$ cat config.mk
export PLATFORM = sky130hd
export DESIGN_NAME = bmp_frame_ctrl
export DESIGN_NICKNAME = d
export VERILOG_FILES = /design/src/rtl/edge_pkg.sv /design/src/rtl/bmp_pixel_packer.sv /design/src/rtl/bmp_frame_ctrl.sv
export SDC_FILE = /design/constraint.sdc
export NUM_CORES = 1
export LEC_CHECK = 0
export BUFFER_PORTS_ARGS = -buffer_cell sky130_fd_sc_hd__buf_2
export CORE_UTILIZATION = 40
export DETAILED_ROUTE_END_ITERATION = 8
export PLACE_DENSITY = 0.62
export SETUP_SLACK_MARGIN = 0.02
export SYNTH_ARGS = -nofsm -noshare
export SYNTH_HDL_FRONTEND = slang
export SYNTH_HIERARCHICAL = 1
export SYNTH_SLANG_ARGS = --single-unit
$ cat constraint.sdc
create_clock -name i_clk -period 3.63 [get_ports i_clk]
set_input_delay 0.5445 -clock i_clk [delete_from_list [all_inputs] [get_ports i_clk]]
set_output_delay 0.5445 -clock i_clk [all_outputs]
set_load 0.01 [all_outputs]
$ cat src/rtl/edge_pkg.sv
// Shared types and BMP header constants for the edge-detect input path.
// Provides the frame FSM state enum and the header byte expectation helper.
package edge_pkg;

  typedef enum logic [1:0] {
    ST_IDLE,
    ST_HEADER,
    ST_PIXEL,
    ST_DONE
  } state_t;

  localparam logic [7:0] BMP_MAGIC_B = 8'h42;
  localparam logic [7:0] BMP_MAGIC_M = 8'h4D;

  localparam int OFF_WIDTH  = 18;
  localparam int OFF_HEIGHT = 22;
  localparam int OFF_BPP    = 28;

  localparam int BMP_BPP         = 24;
  localparam int BMP_HEADER_SIZE = 54;

  typedef struct packed {
    logic       chk;
    logic [7:0] val;
  } hdr_exp_t;

  // Expected value of header byte k; chk=0 marks don't-care bytes.
  function automatic hdr_exp_t hdr_expect(
    input int k,
    input int w,
    input int h
  );
    hdr_exp_t e;
    e.chk = 1'b0;
    e.val = 8'h00;
    if (k == 0) begin
      e.chk = 1'b1;
      e.val = BMP_MAGIC_B;
    end else if (k == 1) begin
      e.chk = 1'b1;
      e.val = BMP_MAGIC_M;
    end else if (k >= OFF_WIDTH &&
                 k < OFF_WIDTH + 4) begin
      e.chk = 1'b1;
      e.val = 8'(w >> (8 * (k - OFF_WIDTH)));
    end else if (k >= OFF_HEIGHT &&
                 k < OFF_HEIGHT + 4) begin
      e.chk = 1'b1;
      e.val = 8'(h >> (8 * (k - OFF_HEIGHT)));
    end else if (k == OFF_BPP) begin
      e.chk = 1'b1;
      e.val = 8'(BMP_BPP);
    end else if (k == OFF_BPP + 1) begin
      e.chk = 1'b1;
      e.val = 8'h00;
    end
    return e;
  endfunction

endpackage

$ cat src/rtl/bmp_pixel_packer.sv
// Packs three pixel bytes into one 24-bit push, first byte in [23:16].
// Ports: i_en/i_clr from the FSM, byte FIFO pop side, pixel FIFO push side.
module bmp_pixel_packer
  import edge_pkg::*;
(
  input  logic        i_clk,
  input  logic        i_rst_n,
  input  logic        i_en,
  input  logic        i_clr,
  input  logic        i_byte_empty,
  input  logic        i_pix_full,
  input  logic [7:0]  i_byte_dout,
  output logic        o_byte_rd_en,
  output logic        o_pix_wr_en,
  output logic [23:0] o_pix_din
);

  logic [1:0] r_phase;
  logic [7:0] r_b0;
  logic [7:0] r_b1;

  logic w_ph2;
  logic w_push;
  logic w_pop;

  assign w_ph2 = (r_phase == 2'd2);

  // The third byte is only taken when it can be pushed in the same cycle.
  assign w_push = i_en && w_ph2 &&
                  !i_byte_empty && !i_pix_full;
  assign w_pop  = w_ph2 ? w_push
                        : (i_en && !i_byte_empty);

  assign o_byte_rd_en = w_pop;
  assign o_pix_wr_en  = w_push;
  assign o_pix_din    = w_push ?
                        {r_b0, r_b1, i_byte_dout} :
                        24'h0;

  always_ff @(posedge i_clk or negedge i_rst_n) begin
    if (!i_rst_n) begin
      r_phase <= 2'd0;
      r_b0    <= 8'h00;
      r_b1    <= 8'h00;
    end else if (i_clr) begin
      r_phase <= 2'd0;
    end else if (w_pop) begin
      unique case (1'b1)
        (r_phase == 2'd0): begin
          r_b0    <= i_byte_dout;
          r_phase <= 2'd1;
        end
        (r_phase == 2'd1): begin
          r_b1    <= i_byte_dout;
          r_phase <= 2'd2;
        end
        default: begin
          r_phase <= 2'd0;
        end
      endcase
    end
  end

endmodule

$ cat src/rtl/bmp_frame_ctrl.sv
// BMP frame sequencer: header check, pixel packing, frame accounting.
// Ports: i_start/o_busy/o_done/o_hdr_error/o_frame_count, byte and pixel FIFOs.
module bmp_frame_ctrl
  import edge_pkg::*;
#(
  parameter int WIDTH     = 720,
  parameter int HEIGHT    = 540,
  parameter int HDR_BYTES = BMP_HEADER_SIZE
) (
  input  logic        i_clk,
  input  logic        i_rst_n,
  input  logic        i_start,
  output logic        o_busy,
  output logic        o_done,
  output logic        o_hdr_error,
  output logic [15:0] o_frame_count,
  input  logic        i_byte_empty,
  output logic        o_byte_rd_en,
  input  logic [7:0]  i_byte_dout,
  input  logic        i_pix_full,
  output logic        o_pix_wr_en,
  output logic [23:0] o_pix_din
);

  localparam int NPIX = WIDTH * HEIGHT;
  localparam int PW   = (NPIX > 1) ? $clog2(NPIX) : 1;
  localparam int IW   = (HDR_BYTES > 1) ?
                        $clog2(HDR_BYTES) : 1;

  state_t r_state;
  state_t w_next;

  logic [IW-1:0] r_idx;
  logic [PW-1:0] r_pix_cnt;
  logic          r_err;
  logic          r_hdr_error;
  logic [15:0]   r_frame_count;

  logic     w_accept;
  logic     w_hdr_pop;
  logic     w_hdr_last;
  logic     w_mismatch;
  logic     w_pix_last;
  logic     w_pk_en;
  logic     w_pk_rd;
  logic     w_push;
  logic     w_rd_en;
  hdr_exp_t w_exp;

  assign w_accept = (r_state == ST_IDLE) && i_start;

  assign w_hdr_pop  = (r_state == ST_HEADER) &&
                      !i_byte_empty;
  assign w_hdr_last = (r_idx == IW'(HDR_BYTES - 1));

  assign w_exp      = hdr_expect(int'(r_idx),
                                 WIDTH, HEIGHT);
  assign w_mismatch = w_exp.chk &&
                      (i_byte_dout != w_exp.val);

  assign w_pix_last = (r_pix_cnt == PW'(NPIX - 1));
  assign w_pk_en    = (r_state == ST_PIXEL);

  bmp_pixel_packer u_packer (
    .i_clk        (i_clk),
    .i_rst_n      (i_rst_n),
    .i_en         (w_pk_en),
    .i_clr        (w_accept),
    .i_byte_empty (i_byte_empty),
    .i_pix_full   (i_pix_full),
    .i_byte_dout  (i_byte_dout),
    .o_byte_rd_en (w_pk_rd),
    .o_pix_wr_en  (w_push),
    .o_pix_din    (o_pix_din)
  );

  always_ff @(posedge i_clk or negedge i_rst_n) begin
    if (!i_rst_n) begin
      r_state <= ST_IDLE;
    end else begin
      r_state <= w_next;
    end
  end

  always_comb begin
    w_next = r_state;
    unique case (r_state)
      ST_IDLE: begin
        if (i_start) w_next = ST_HEADER;
      end
      ST_HEADER: begin
        // The full header is always drained before deciding.
        if (w_hdr_pop && w_hdr_last) begin
          w_next = (r_err || w_mismatch) ?
                   ST_DONE : ST_PIXEL;
        end
      end
      ST_PIXEL: begin
        if (w_push && w_pix_last) w_next = ST_DONE;
      end
      ST_DONE: begin
        w_next = ST_IDLE;
      end
      default: begin
        w_next = ST_IDLE;
      end
    endcase
  end

  always_comb begin
    o_busy  = 1'b0;
    o_done  = 1'b0;
    w_rd_en = 1'b0;
    unique case (r_state)
      ST_IDLE: begin
      end
      ST_HEADER: begin
        o_busy  = 1'b1;
        w_rd_en = !i_byte_empty;
      end
      ST_PIXEL: begin
        o_busy  = 1'b1;
        w_rd_en = w_pk_rd;
      end
      ST_DONE: begin
        o_busy = 1'b1;
        o_done = 1'b1;
      end
      default: begin
      end
    endcase
  end

  assign o_byte_rd_en  = w_rd_en;
  assign o_pix_wr_en   = w_push;
  assign o_hdr_error   = r_hdr_error;
  assign o_frame_count = r_frame_count;

  always_ff @(posedge i_clk or negedge i_rst_n) begin
    if (!i_rst_n) begin
      r_idx         <= '0;
      r_pix_cnt     <= '0;
      r_err         <= 1'b0;
      r_hdr_error   <= 1'b0;
      r_frame_count <= 16'h0000;
    end else begin
      if (w_accept) begin
        r_idx       <= '0;
        r_pix_cnt   <= '0;
        r_err       <= 1'b0;
        r_hdr_error <= 1'b0;
      end
      if (w_hdr_pop) begin
        r_idx <= r_idx + 1'b1;
        if (w_mismatch) r_err <= 1'b1;
        // Flag becomes visible in the done cycle.
        if (w_hdr_last && (r_err || w_mismatch)) begin
          r_hdr_error <= 1'b1;
        end
      end
      if (w_push) begin
        r_pix_cnt <= r_pix_cnt + 1'b1;
      end
      if (r_state == ST_DONE && !r_err) begin
        r_frame_count <= r_frame_count + 16'd1;
      end
    end
  end

endmodule

==> summary.md, run 1 <==
| Metric | Value |
|---|---|
| Rows | 33 |
| Largest cells by area after synthesis | dfrtp_1 (45%), and2_1 (5.0%), ha_1 (4.6%) |
| Grt total ovfl | 0 |
| Hold Vio Cnt, Final | 0 |
| Largest net degree at the start of global routing | 38 |
| Vias in the first global route | between 2k and 3k |
| Class of the worst hold path | in -> async |
| DRT Pass-1 Iters | 4 |
| Area growth syn-to-layout | 16.95% |
| FFs w/ async S/R, synth | 100.0% |
| Post-CTS Setup Inserts | 0 |
| DRC errors left | 0 |
| CTS tree | done |
| Reg clk slew, reported paths | 0.07 ns |
| Worst-Margin Slew | 0.6295 ns |
| Cells after synthesis | 351 |
| Final wirelength | about 7400 um |
| Die width | 95.72 um |
| Final Cycle Share | ~85% |
| Die height | between 90 and 100 um |
| NumNets Final | 434 |
| Tmin final | a little over 3 ns |
| # resized after CTS | 0 |
| Core Area | between 0.008 and 0.009 sq mm |
| Top-count cell post-synth | dfrtp_1 |
| CP Data Required Time | between 3 and 4 ns |
| Highest-delay cell along the critical path | dfrtp_1 |
| Worst skew pair latency | about 0.33 ns |
| Post-synthesis sequential area ratio | around 45% |
| FMAX | about 330 MHz |
| Leakage | around 2.0 nW |
| Largest stage delay, worst path | slightly below 0.6 ns |
| Port bufs | 57 |
| CTS Buf Count | 9 |
| Clock Sinks | 63 |
| Terminus of the critical flop-to-flop path | r_err$_DFF_PN0_ |
| Post-synth top cells | dfrtp_1 (63), and2_1 (28), nand3_1 (28), o21ai_0 (26), nand2_1 (20) |
| Family with the most delay on the worst path | simple AND/OR/NAND/NOR gates |
| Primary FF master, synth | dfrtp_1 |
| Syn avg cell area | around 10 sq um |
| Number of diodes | 0 |
| Clk Tree Root Cell | clkbuf_8 |
| Synth area leader | dfrtp_1 |
| Power Total | about 0.0024 W |
| First-pass GRT wire length | around 13000 um |
| Initial antenna violation count | 0 |
| Setup TNS | 0 ns |
| Placed Instances | 502 |
| Longest Clk Path Bufs | 2 |
| Startpoint class of the critical path | register |
| Hold_ws | approximately 0.22 ns |
| Max-Cap Viols | 0 |
| PwrDens | between 500 and 600 mW/mm^2 |
| Average vias per placed instance | 5.438 |
| Slew margin rel. | 58.03% |
| Yosys top cell area share | roughly 45% |
| Antenna Nets Post-Route | 0 |
| Final Skew | 0.007715 ns |
| IO Pins | just under 60 |
| Synth Warn # | 6 |
| Starting density of the core | between 40 and 50% |
| Maximum vdd drop | 282.1 uV |
| Global Route Usage Sum | between 10% and 20% |
| Post-CTS Hold Buffers | 0 |
| Post-DP HPWL | 5285 um |
| Critical path cell sequence | inv_1 -> ha_1 -> nor4b_2 -> a32oi_1 -> o31ai_1 -> xor2_1 -> nor4_1 -> or3b_1 -> a32o_1 |
| Crit Path Class | reg -> reg |
| Worst R2R Start | r_idx[1]$_DFFE_PN0P_ |
| Vias | 2817 |
| Cell Area, Synth | 0.003513 sq mm |
| H-tree levels | 3 |
| Layout cells sized above 1 | about a quarter |
| Syn nets | ~380 |
| Routed len/inst | between 10 and 15 um |
| Arrival time worst endpoint | 3.30 ns |
| DRT iter0 DRCs | 104 |
| Depth of the worst register-to-register path | 9 |
| CP Buf/Inv Count | 1 |
| RSZ-0062 raised after global routing | false |
| Netlist cell types | 52 |
| Die area | 0.009162 sq mm |
| RePlAce Congestion | 0.8892 |
| CP endpoint kind | register |
| Final Max Tran Viols | 0 |
| Yosys reg bits | between 60 and 70 |
| Final Setup Violations | 0 |
| R2r setup slk | around 0.56 ns |
| Run status | complete, no violations |
| Post-synth EDFFs | 0 |
| Fin cells | 518 |
| CP Max Fanout | 13 |
## flip-flops by register name, summed over array words and instances, names as in the netlist
signal            flops
r_pix_cnt            19
o_frame_count        16
u_packer/r_b0         8
u_packer/r_b1         8
r_idx                 6
r_state               2
u_packer/r_phase      2
o_hdr_error           1
r_err                 1
## worst max-delay path by stage
stage                     cells after the start                   start                endpoint
after floorplan                              11  r_state[0]$_DFFE_PN0P_  r_state[0]$_DFFE_PN0P_
after global placement                        9    r_idx[1]$_DFFE_PN0P_         r_err$_DFF_PN0_
after detailed placement                      9    r_idx[1]$_DFFE_PN0P_         r_err$_DFF_PN0_
after CTS                                     9    r_idx[1]$_DFFE_PN0P_         r_err$_DFF_PN0_
after global routing                          9    r_idx[1]$_DFFE_PN0P_         r_err$_DFF_PN0_
final                                         9    r_idx[1]$_DFFE_PN0P_         r_err$_DFF_PN0_
## stage by stage
stage / area [sq um] / util (%) / setup WS [ns]
2_1_floorplan: 3513 / - / 0.8477
3_3_place_gp: 3896 / 46.71 / 0.7794
3_5_place_dp: 3896 / 46.71 / 0.6741
4_1_cts: 4109 / 49.26 / 0.6496
5_1_grt: 4109 / 49.26 / 0.2766
6_report: 4109 / 49.26 / 0.5617
## worst reg2reg max path, stage by stage (launching register included)
cell	delay (ns)
dfrtp_1	0.59
inv_1	0.17
ha_1	0.35
nor4b_2	0.44
a32oi_1	0.12
o31ai_1	0.28
xor2_1	0.11
nor4_1	0.28
or3b_1	0.39
a32o_1	0.24
## layout make-up
cell class / instances / area, sq um
fill: 813 / 4232
inverter: 14 / 52.55
multi-input combinational: 259 / 1821
clock buffer: 10 / 127.6
tap: 105 / 131.4
timing repair buffer: 61 / 315.3
clock inverter: 6 / 85.08
sequential: 63 / 1577
## cells by family after synthesis
logic type      count (synthesis)  synth area share [%]
simple gates                  144                 24.07
flops                          63                 44.87
compound gates                 62                 10.65
buf+inv                        29                 3.561
mux                            21                 7.479
xor+xnor                       19                 4.736
fa+ha+maj                      13                 4.630
## cells in the final DEF (no fill, tap or decap), types with 3 or more instances in the layout
cell type / synthesis / final
and4_1: 4 / 4
nand2b_1: 4 / 4
inv_1: 13 / 13
and2_1: 28 / 28
nor2b_1: 6 / 6
o21ai_0: 26 / 26
mux2_4: 8 / 8
dfrtp_1: 63 / 63
buf_4: 1 / 4
clkbuf_8: 0 / 9
nand3b_1: 3 / 3
ha_1: 13 / 13
mux2i_1: 3 / 3
buf_2: 4 / 57
mux2_2: 10 / 10
o31ai_1: 5 / 5
and3_1: 6 / 6
nor2_1: 13 / 13
xor2_1: 6 / 6
nand3_1: 28 / 28
nand2_1: 20 / 20
nand4_1: 15 / 15
a21oi_1: 14 / 14
xnor2_1: 13 / 13
## routing by layer
| metal | routed length (um) | GRT usage (%) |
|---|---|---|
| met1 | 3739 | 24.61 |
| met2 | 3250 | 27.74 |
| met3 | 328 | 3.949 |
| met4 | 120 | 6.841 |
| met5 | 0 | 0 |
## report_power, final
part	internal, W	leakage (nW)	switching, W	total, W
Combinational	0.000358	1.01	0.000395	0.000752
Sequential	0.000858	0.837	0.000153	0.00101
Clock	0.000384	0.102	0.000280	0.000664
No activity file was read; power rests on OpenSTA's default activity.
==> run 2, diff against run 1 <==
- ABC_AREA: unset -> 1
- PLACE_DENSITY: 0.62 -> 0.61
- clock period: 3.63 -> 3 ns (I/O delays scaled with it)
==> run 2 against run 1 <==
Routed wire length increased by 9.2%. Fmax rose by 20%. Clock power increased by 12%. Flip-flop and latch count stayed put.
==> summary.md, run 2 <==
| Metric | Value |
|---|---|
| Startpoint class of the critical path | register |
| FMAX | 392.3 MHz (+20%) |
| Clock share of power | 23.7% (-3.7 points) |
| FFs w/ async S/R, synth | 100.0% (unchanged) |
| Cells after synthesis | 480 (+37%) |
| IO Pins | 58 (unchanged) |
| Syn nets | 506 (+34%) |
| Port bufs | 57 (unchanged) |
| Starting density of the core | 41.52% (-0.60 points) |
| Global Route Usage Sum | 17.67% (-0.30 points) |
| Biggest register | r_pix_cnt |
| Yosys reg bits | 63 (unchanged) |
| Vias in the first global route | 3105 (+19%) |
| Reg clk slew, reported paths | 0.07 ns (about the same) |
| CTS Buf Count | 9 (unchanged) |
| Tmin final | 2.549 ns (-0.5191 ns) |
| Final Skew | 0.01232 ns (+0.004608 ns) |
| Rows | 35 (+6.1%) |
| Grt total ovfl | 0 (unchanged) |
| Crit Path Class | reg -> reg |
| Switch share | 39.98% (+5.9 points) |
| Die area | 0.01003 sq mm (+9.5%) |
| Hold Vio Cnt, Final | 0 (unchanged) |
| Area growth syn-to-layout | 15.58% |
| Setup TNS | 0 ns (unchanged) |
| Number of diodes | 0 (unchanged) |
| Class of the worst hold path | in -> async |
| Longest Clk Path Bufs | 2 (unchanged) |
| # resized after CTS | 0 (unchanged) |
| Fin area | 0.004456 sq mm (+8.4%) |
| First-pass GRT wire length | 13980 um (+11%) |
| Post-DP HPWL | 6295 um (+19%) |
| Largest cells by area after synthesis | dfrtp_1 (41%), nand2_1 (9.4%), inv_1 (8.2%) |
| CP Max Fanout | 9 (-4) |
| Routed len/inst | 12.00 um (-16%) |
| Die width | 100.2 um (+4.6%) |
| Final Setup Violations | 0 (unchanged) |
| Post-synth top cells | nand2_1 (97), inv_1 (84), dfrtp_1 (63), nor2_1 (38), nand3_1 (35) |
| Worst skew pair latency | 0.34 ns (about the same) |
| Internal power | 0.001882 W (+18%) |
| R2r setup slk | 0.45 ns (-0.11 ns) |
| Largest net degree at the start of global routing | 25 (-34%) |
| Final Cycle Share | 84.97% (+0.45 points) |
| Post-synthesis sequential area ratio | 40.90% (-4.0 points) |
| CP Data Required Time | 3.21 ns (-0.65 ns) |
| DRT Pass-1 Iters | 4 (unchanged) |
| Maximum vdd drop | 311.3 uV (+10%) |
| Final Max Tran Viols | 0 (unchanged) |
| Worst-Margin Slew | 0.5058 ns (-0.1237 ns) |
| Slew margin rel. | 66.28% (+8.2 points) |
| CTS tree | done |
| Initial antenna violation count | 0 (unchanged) |
| Commonest non-fill, non-tap cells in the layout | nand2_1 (97), inv_1 (84), dfrtp_1 (63) |
| Antenna Nets Post-Route | 0 (unchanged) |
| Max-Cap Viols | 0 (unchanged) |
| Power Total | 0.003135 W (+29%) |
| Adder-cell share of the synthesized area | 4.219% (-0.41 points) |
| Leakage | 2.366 nW (+21%) |
| Die height | 100.2 um (+4.6%) |
| Arrival time worst endpoint | 2.76 ns (-0.54 ns) |
| Fillers | 971 (+19%) |
| Largest register FFs | 19 (unchanged) |
| Final wirelength | 8125 um (+9.2%) |
| Clock Sinks | 63 (unchanged) |
| CP endpoint kind | register |
| Placed cell area | 0.004259 sq mm (+9.3%) |
| Commonest non-fill, non-tap cell in the layout | nand2_1 |
| Post-synth EDFFs | 0 (unchanged) |
| Post-CTS Setup Inserts | 0 (unchanged) |
| Cell Area, Synth | 0.003855 sq mm (+9.7%) |
| Synth Warn # | 6 (unchanged) |
| PwrDens | 703.7 mW/mm^2 (+19%) |
| Largest family of logic cells by synthesized area | simple AND/OR/NAND/NOR gates |
| Vias | 3224 (+14%) |
| Logic pwr share | 37.3% (+6.3 points) |
| Clk Tree Root Cell | clkbuf_8 |
| Top-count cell post-synth | nand2_1 |
| Yosys top cell area share | 40.90% (-4.0 points) |
| NumNets Final | 570 (+31%) |
| Core Area | 0.009284 sq mm (+11%) |
| RePlAce Congestion | 0.8924 (+0.36%) |
| Syn avg cell area | 8.031 sq um (-20%) |
| Primary FF master, synth | dfrtp_1 |
| Post-synthesis xor/xnor area fraction | 3.408% (-1.3 points) |
| DRC errors left | 0 (unchanged) |
| Netlist cell types | 43 (-17%) |
| Layout cells sized above 1 | 26.64% (+1.9 points) |
| Hold_ws | 0.08084 ns (-0.1422 ns) |
| DRT iter0 DRCs | 106 (+1.9%) |
| Synth area leader | dfrtp_1 |
| Switching pwr | 0.001254 W (+51%) |
| Run status | complete, no violations |
| Sequential power share | 38.9% (-2.8 points) |
| Post-synthesis mux area share | 1.104% (-6.4 points) |
| Post-CTS Hold Buffers | 0 (unchanged) |
| Average vias per placed instance | 4.762 (-12%) |
| RSZ-0062 raised after global routing | false |
| Depth of the worst register-to-register path | 15 (+6) |
| Simple-Gate Fraction of Synth Area | 30.28% (+6.2 points) |
| Compound-Gate Fraction of Synth Area | 9.283% (-1.4 points) |
| H-tree levels | 3 (unchanged) |
## run 2: cells by family (layout without fill, tap and decap cells)
kind of cell	Yosys count	in the layout
AO/OA/AOI/OAI	54	54
XOR/XNOR	15	15
adder cells (fa/ha/maj)	13	13
buffers and inverters	100	168
flip-flops	63	63
multiplexers	4	4
AND/OR/NAND/NOR	231	231
## run 2: final timing paths
path / startpoint / endpoint
worst max-delay path: r_state[0]$_DFFE_PN0P_ / r_pix_cnt[18]$_DFFE_PN0P_
worst min-delay path: i_rst_n / o_frame_count[11]$_DFFE_PN0P_
worst max register to register: r_state[0]$_DFFE_PN0P_ / r_pix_cnt[18]$_DFFE_PN0P_
worst min register to register: o_frame_count[15]$_DFFE_PN0P_ / o_frame_count[15]$_DFFE_PN0P_
max in group asynchronous: i_rst_n / u_packer/r_b1[1]$_DFFE_PN0P_
min in group i_clk: i_byte_dout[0] / u_packer/r_b1[0]$_DFFE_PN0P_
## run 2: per-stage QoR
stage / util [%] / std cells / setup WS, ns
global route: 47.99 / 677 / 0.2256
global placement: 45.88 / 662 / 0.6150
detailed placement: 45.88 / 662 / 0.4975
floorplan: - / 480 / 0.4548
finish: 47.99 / 677 / 0.4508
CTS: 47.99 / 677 / 0.4464
## run 2: worst max-delay path, cell delays in order (launching register included)
cell and delay [ns]:
dfrtp_1 0.43, inv_1 0.14, ha_1 0.20, inv_1 0.10, nor2_8 0.14, nand2_2 0.08
inv_2 0.13, inv_1 0.07, nor2_1 0.17, inv_1 0.11, nor3_4 0.22, nand4_1 0.18
nor2_1 0.19, nand3_1 0.10, nand3_1 0.07, o21ai_0 0.09
## run 2: layout make-up
| cell class | count | area, sq um | area share, % |
|---|---|---|---|
| Clock buffer | 11 | 151.4 | 3.398 |
| Clock inverter | 4 | 45.04 | 1.011 |
| Inverter | 93 | 351.6 | 7.891 |
| Multi-Input combinational cell | 317 | 1862 | 41.79 |
| Sequential cell | 63 | 1577 | 35.38 |
| Tap cell | 129 | 161.4 | 3.623 |
| Timing Repair Buffer | 60 | 307.8 | 6.908 |
## run 2: metal layers
layer | track usage, % | share of wire [%]
met5 | 0 | 0
met4 | 6.577 | 1.1
met3 | 3.412 | 3.0
met2 | 30.03 | 49
met1 | 22.30 | 47
## run 2: power groups by stage
stage | Sequential [W] | Clock (W) | Combinational, W
final | 0.00122 | 0.000743 | 0.00117
after detailed placement | 0.00124 | 0 | 0.00118
after global placement | 0.00123 | 0 | 0.00114
after CTS | 0.00122 | 0.000760 | 0.00118
after global routing | 0.00125 | 0.000797 | 0.00135
after floorplan | 0.00121 | 0 | 0.000901
